**src/rtl/csa_resolver.sv**
```systemverilog
// Resolves a carry-save pair into a binary sum with an iterative XOR/AND loop.
// A single step runs per clock, and the result is handed downstream over a
// valid/ready handshake.
module csa_resolver #(
  parameter int W  = 8,
  parameter int CW = $clog2(W + 1)
) (
  input  logic          clk,
  input  logic          rst,
  input  logic          in_valid,
  output logic          in_ready,
  input  logic [W-1:0]  in_c,
  input  logic [W-1:0]  in_s,
  output logic          out_valid,
  input  logic          out_ready,
  output logic [W-1:0]  out_sum,
  output logic          out_cout,
  output logic [CW-1:0] out_iters
);

  typedef enum logic [1:0] {
    IDLE = 2'd0,
    ITER = 2'd1,
    DONE = 2'd2
  } state_t;

  state_t        state_q, state_d;
  logic [W-1:0]  s_q, s_d;
  logic [W-1:0]  c_q, c_d;
  logic          cout_q, cout_d;
  logic [CW-1:0] iters_q, iters_d;
  logic          accept;

  always_ff @(posedge clk or posedge rst) begin
    if (rst) begin
      state_q <= IDLE;
      s_q     <= '0;
      c_q     <= '0;
      cout_q  <= 1'b0;
      iters_q <= '0;
    end else begin
      state_q <= state_d;
      s_q     <= s_d;
      c_q     <= c_d;
      cout_q  <= cout_d;
      iters_q <= iters_d;
    end
  end

  always_comb begin
    state_d  = state_q;
    s_d      = s_q;
    c_d      = c_q;
    cout_d   = cout_q;
    iters_d  = iters_q;
    in_ready = (state_q == IDLE) || ((state_q == DONE) && out_ready);
    accept   = in_valid && in_ready;

    case (state_q)
      ITER: begin
        s_d     = s_q ^ c_q;
        // Bit W-1 of the generate term falls off the top; it is the carry-out.
        c_d     = {s_q[W-2:0] & c_q[W-2:0], 1'b0};
        cout_d  = cout_q | (s_q[W-1] & c_q[W-1]);
        iters_d = iters_q + CW'(1);
        if (c_d == '0) state_d = DONE;
      end
      DONE: begin
        if (out_ready) state_d = IDLE;
      end
      default: ;
    endcase

    // Accepting in DONE overrides the retire-to-IDLE path for back-to-back flow.
    if (accept) begin
      s_d     = in_s;
      c_d     = in_c;
      cout_d  = 1'b0;
      iters_d = '0;
      state_d = (in_c == '0) ? DONE : ITER;
    end
  end

  assign out_valid = (state_q == DONE);
  assign out_sum   = s_q;
  assign out_cout  = cout_q;
  assign out_iters = iters_q;

endmodule
```
**config.mk**
```make
export PLATFORM = sky130hd
export DESIGN_NAME = csa_resolver
export DESIGN_NICKNAME = d
export VERILOG_FILES = /design/src/rtl/csa_resolver.sv
export SDC_FILE = /design/constraint.sdc
export NUM_CORES = 1
export LEC_CHECK = 0
export BUFFER_PORTS_ARGS = -buffer_cell sky130_fd_sc_hd__buf_2
export CORE_MARGIN = 4
export CORE_UTILIZATION = 50
export DETAILED_ROUTE_END_ITERATION = 7
export GPL_TIMING_DRIVEN = 0
export PLACE_DENSITY = 0.84
export SYNTH_ARGS = -nofsm -noshare
export SYNTH_HDL_FRONTEND = slang
export SYNTH_SLANG_ARGS = --single-unit
```
**constraint.sdc**
```tcl
create_clock -name clk -period 1.8 [get_ports clk]
set_clock_uncertainty 0.15 [all_clocks]
set_input_delay 0.09 -clock clk [delete_from_list [all_inputs] [get_ports clk]]
set_output_delay 0.09 -clock clk [all_outputs]
set_load 0.02 [all_outputs]
```
## Yosys cells after proc, flatten, opt, wreduce, memory -nomap -nowiden

Index checks and enable logic that the tools add are counted.

- Flip-flop bits (word level): 23
- Bits of input ports: 20
- Output and inout port bits: 15
- Word-level logic and storage cells: 36

- Add/sub/neg operators: 1
- Equal/unequal tests: 4
- Muxes and demuxes: 13
- Bitwise logic cells: 4
- Reductions and logical operators: 9

Operators with widths:

| kind | count |
|---|---|
| 2-to-1 mux 8 bit | 4 |
| logical NOT 8 bit | 1 |
| 2-to-1 mux 2 bit | 4 |
| 2-to-1 mux 4 bit | 2 |
| bitwise XOR 8 bit | 1 |
| AND 7 bit | 1 |
| logical NOT 7 bit | 1 |
| adder 4 x 1 -> 4 bit, second input constant | 1 |
| case mux 2 bit (2 select lines) | 1 |
| != test 3 x 1 -> 1 bit, second input constant | 1 |
| != test 3 bit, second input constant | 1 |
| AND reduction 3 bit | 1 |
| nonzero test 3 bit | 1 |
| == test 2 x 1 -> 1 bit, second input constant | 1 |
| == test 2 bit, second input constant | 1 |
| logical AND 1 bit | 2 |
| logical NOT 2 bit | 1 |
| 2-to-1 mux 1 bit | 2 |
| nonzero test 2 bit | 1 |
| AND 1 bit | 1 |
| logical OR 1 bit | 1 |
| OR 1 bit | 1 |

## Depth between registers and ports, before layout

- Depth in word-level cells: 6
- Gate-level depth with buffers: 4

## Worst setup path after synthesis

OpenSTA, ideal clock, no wires.

- Kind: flip-flop to flip-flop
- Start point: register s_q[2] (netlist: out_sum[2])
- End point: register state_q[0]
- Arrival: 1.277 ns
- Data required time: 1.529 ns
- Setup slack: 0.252 ns
- Stages on the path, launching flop included: 5
- Buffers on the path: 0
- Period minus slack after synthesis: 1.548 ns
- Cells stage by stage: dfrtp_1 ha_1 nor4_1 nand3b_1 a22o_1

- Longest elaborated chain between the ends: 4

RTL lines:

| element | RTL line | text |
|---|---|---|
| from (decl) | 28 | `logic [W-1:0] s_q, s_d;` |
| from (signal assigned) | 37 | `s_q <= '0;` |
| from (signal assigned) | 43 | `s_q <= s_d;` |
| AND 7 bit | 63 | `c_d = {s_q[W-2:0] & c_q[W-2:0], 1'b0};` |
| logical NOT 7 bit | 66 | `if (c_d == '0) state_d = DONE;` |
| != test 3 bit (no line) | n/a |  |
| AND reduction 3 bit (no line) | n/a |  |
| to (signal assigned) | 42 | `state_q <= state_d;` |
| to (decl) | 27 | `state_t state_q, state_d;` |

Every way passes these cells.
A chain may end at the register's enable or synchronous reset.

## Worst setup path after layout

- Start point: register state_q[0]
- End point: register c_q[5]

- Longest elaborated chain between the ends: 5
- Elaborated cells on any way between the ends: 8
- Classes of those cells: 2 x eq/ne; 1 x mux; 5 x reduce/logical

RTL lines:

| element | RTL line | text |
|---|---|---|
| == test 2 bit | 56 | `in_ready = (state_q == IDLE) \|\| ((state_q == DONE) && out_ready);` |
| logical AND 1 bit | 56 |  |
| logical OR 1 bit | 56 |  |
| logical AND 1 bit | 57 | `accept = in_valid && in_ready;` |
| 2-to-1 mux 8 bit / nonzero test 2 bit (equally long branches) | n/a |  |
| to (signal assigned) | 38 | `c_q <= '0;` |
| to (signal assigned) | 44 | `c_q <= c_d;` |
| to (decl) | 29 | `logic [W-1:0] c_q, c_d;` |

Parallel ways exist; a longest one is shown, timed or not.

==> out/summary.md <==
Setup repair after global routing left no endpoint under its margin. Setup violations remaining at the end of the flow were counted as 0. The floorplan has 17 rows.

Data arrival time of the worst path: 1700 ps. The power per cell area was 1570 nW/um2. The flow ran to the end, and the final reports show no timing, DRC or antenna violations. The logs give 0 for the number of pins exceeding their max-slew limit in the final report and 1196 um2 for the summed instance area of the synthesized netlist. Based on the critical path, the design can be clocked at up to 0.6088 GHz. The routed design could run at a clock period as short as 1643 ps. Counting along the longest clock path gives a buffer depth of 2.

The tools report the initial core utilization as 0.5305. The final critical-path share of the clock period was 0.9126; the post-synthesis cell count was 102. The area fraction in compound gates after synthesis is 0.1642.

The run gives 0.7989 as the final weighted congestion of routability-driven global placement. The first global-routing pass estimated 4809 um of wire. Kind of critical path: flip-flop to flip-flop. The average wire per standard cell was 15.27 um. In this run the vertical extent of the chip is 56.91 um.

The tools report the count of maximum capacitance violations as 0. Across all layers, the routed design uses 1,061 vias. The tightest slew margin relative to the limit was 0.4201.

In this run the clock root is driven by a sky130_fd_sc_hd__clkbuf_4. The Yosys step of the flow raised 0 warnings. The share of post-route cells with drive strength above 1 is 0.3019. The worst-case vdd ir drop came out at 1.110 mV.

Counting every sink on the clock net gives 23. Summing internal, switching and leakage power gives 2.540 mW. The total congestion overflow after global routing came out at 0. The slew at the pin closest to its max-slew limit was 869.0 ps. The synthesized design contains 23 register bits.

The floorplan die width is 56.91 um, and the post-synthesis simple-gate area fraction is 0.1872. Count of buffers from port buffering: 34. Yosys mapped the design onto 28 distinct sky130hd cell types. The post-detailed-placement cell area is 1401 um2, and the maximum number of pins on one net before global-route repair is 24.

The wire-length estimate of the detail-placed layout is 2003 um. The number of nets in the finished design was 189; the antenna cell count was 0. The run gives 0.4812 as the part of the Yosys area used for sequential elements. In this run the remaining antenna-violating nets after routing total 0.

The area growth from synthesis to layout is 35.25%. The area of all placed cells without fillers is 1618 um2. The run gives 0.1847 as the overall global routing resource usage.

Setup total negative slack on the finished layout was measured at 0 ps. The startpoint class of the critical path is a flip-flop. After clock tree synthesis, the clock-pin slew on the worst setup and hold paths is 130 ps. The core occupancy in the finished layout is 0.7175.

Clock tree synthesis inserted a total of 3 buffers. Fill cells in the final layout number 174. When the netlist entered floorplanning its net count stood at 131. For this run, design rule violations remaining after detail routing come to 0.

The tools report the number of hold violations in the final report as 0. The tightest hold path in the finished design has a slack of 332.8 ps. Summed over all cells, the static leakage comes to 0.8182 nW.

TritonCTS built the clock tree. Dividing the detail-routed via count by the number of cells gives 5.674. The worst setup path is captured at a flip-flop.

The number of antenna violations at the first check in global routing is 0. The DRC marker count from the first detailed-route iteration came out at 28. The share of synthesized area spent on multiplexers was 0.02720. The class of the worst hold path was input port to asynchronous set/reset pin. The worst endpoint required time was 1860 ps. The total wire length is 2855 um.

Post-CTS repair changed the size of 0 cells. The total number of H-tree levels was 1; the maximum fanout encountered on the critical timing path was 10. Combinational family with the most area after synthesis: simple AND/OR/NAND/NOR gates. The placeable core area is 2255 um2, and the boundary pin count is 35. The first TritonRoute pass finished after 4 iterations. Averaged over all synthesized cells, the footprint is 11.73 um2. The die covers 3239 um2. The arithmetic-cell share of the synthesized area counting full adders, half adders and majority gates was 0.09414; the xor and xnor fraction of the mapped netlist area was 0.01464. The clock reaches the later pin of the worst-skew pair after 320 ps.

Via count of the first global-routing pass: 1,078.
layer usage:
layer / part of all wire / vias to the layer above / track usage
li1: - / 495 / -
met1: 0.42 / 523 / 0.2335
met2: 0.50 / 34 / 0.3181
met3: 0.050 / 9 / 0.02529
met4: 0.028 / 0 / 0.06954
met5: 0 / - / 0
timing repair:
item	CTS	global route
setup endpoints to repair	0	0
setup buffers	0	0
hold endpoints to repair	41	0
hold buffers	19	0
state kept, by name, summed over array words and instances (netlist names):
| name | cells |
|---|---|
| c_q | 8 |
| out_sum | 8 |
| out_iters | 4 |
| state_q | 2 |
| out_cout | 1 |
through the flow:
step / std cells / worst slack [ps]
global placement: 164 / 207.2
CTS: 187 / 160.6
finish: 187 / 157.4
floorplan: 102 / 252.5
detailed placement: 164 / 176.2
global route: 187 / 107.8
critical path, cell delays in order (launching register included):
cell                      delay (ps)
sky130_fd_sc_hd__dfrtp_1         500
sky130_fd_sc_hd__o31a_4          430
sky130_fd_sc_hd__buf_6           150
sky130_fd_sc_hd__a221o_1         300
kinds of logic (layout without fill, tap and decap cells):
| group | count (synthesis) | in the layout |
|---|---|---|
| AO/OA/AOI/OAI | 22 | 22 |
| flip-flops | 23 | 23 |
| adder cells (fa/ha/maj) | 9 | 9 |
| XOR/XNOR | 2 | 2 |
| buffers and inverters | 7 | 64 |
| multiplexers | 3 | 3 |
| AND/OR/NAND/NOR | 36 | 36 |
cell usage after synthesis:
cell / number / area, um2
sky130_fd_sc_hd__dfrtp_1: 23 / 575.6
sky130_fd_sc_hd__a221o_1: 14 / 140.1
sky130_fd_sc_hd__and2_1: 14 / 87.58
sky130_fd_sc_hd__ha_1: 9 / 112.6
sky130_fd_sc_hd__a21oi_1: 5 / 25.02
sky130_fd_sc_hd__nand2_1: 4 / 15.01
sky130_fd_sc_hd__nor2_1: 4 / 15.01
sky130_fd_sc_hd__buf_2: 3 / 15.01
sky130_fd_sc_hd__inv_1: 3 / 11.26
sky130_fd_sc_hd__nor4_1: 3 / 18.77
sky130_fd_sc_hd__nand3_1: 2 / 10.01
sky130_fd_sc_hd__nand3b_1: 2 / 15.01
sky130_fd_sc_hd__a22o_1: 1 / 8.760
sky130_fd_sc_hd__and2b_2: 1 / 8.760
sky130_fd_sc_hd__and2b_4: 1 / 10.01
sky130_fd_sc_hd__buf_6: 1 / 11.26
sky130_fd_sc_hd__mux2_1: 1 / 11.26
sky130_fd_sc_hd__mux2_2: 1 / 11.26
sky130_fd_sc_hd__mux2i_1: 1 / 10.01
sky130_fd_sc_hd__nand2b_2: 1 / 8.760
sky130_fd_sc_hd__nor2b_4: 1 / 13.76
sky130_fd_sc_hd__nor3_1: 1 / 5.000
sky130_fd_sc_hd__nor3_2: 1 / 10.01
sky130_fd_sc_hd__o21ai_0: 1 / 5.000
sky130_fd_sc_hd__o31a_4: 1 / 17.52
sky130_fd_sc_hd__or3_1: 1 / 6.260
sky130_fd_sc_hd__xnor2_1: 1 / 8.760
sky130_fd_sc_hd__xor2_1: 1 / 8.760
cell type report:
cell class              instances  area, um2  share of cell area
plain buffers                   4      26.28             0.01624
clock buffers                   4      26.28             0.01624
inverters                       3      11.26            0.006961
multi-input cells              72      583.1              0.3604
flip-flops and latches         23      575.6              0.3558
well taps                      28      35.03             0.02166
repair buffers                 53      360.3              0.2227
layout by cell type, fill, tap and decap left out, types with 2 or more instances in the layout:
master and count:
sky130_fd_sc_hd__buf_2 37, sky130_fd_sc_hd__dfrtp_1 23, sky130_fd_sc_hd__dlygate4sd3_1 19, sky130_fd_sc_hd__and2_1 14, sky130_fd_sc_hd__a221o_1 14, sky130_fd_sc_hd__ha_1 9, sky130_fd_sc_hd__a21oi_1 5, sky130_fd_sc_hd__nand2_1 4
sky130_fd_sc_hd__nor2_1 4, sky130_fd_sc_hd__inv_1 3, sky130_fd_sc_hd__nor4_1 3, sky130_fd_sc_hd__clkbuf_4 3, sky130_fd_sc_hd__nand3b_1 2, sky130_fd_sc_hd__nand3_1 2
report_power, final:
group / internal [mW] / leakage [nW] / switching, mW
Combinational: 0.638 / 0.513 / 0.709
Clock: 0.0867 / 0.0150 / 0.158
Sequential: 0.749 / 0.290 / 0.200
Total: 1.47 / 0.818 / 1.07
final timing paths:
path	from	end	slack (ps)	depth (start not counted)
min reg2reg	out_cout$_DFFE_PP0P_	out_cout$_DFFE_PP0P_	390	2
min	rst	state_q[1]$_DFFE_PP0P_	330	3
max reg2reg	state_q[0]$_DFFE_PP0P_	c_q[5]$_DFFE_PP0P_	160	3
min in group clk	in_s[1]	out_sum[1]$_DFFE_PP0P_	380	3
max in group asynchronous	rst	out_iters[1]$_DFFE_PP0P_	640	3
max	state_q[0]$_DFFE_PP0P_	c_q[5]$_DFFE_PP0P_	160	3
Note: power is estimated with default switching activity, not from simulation.
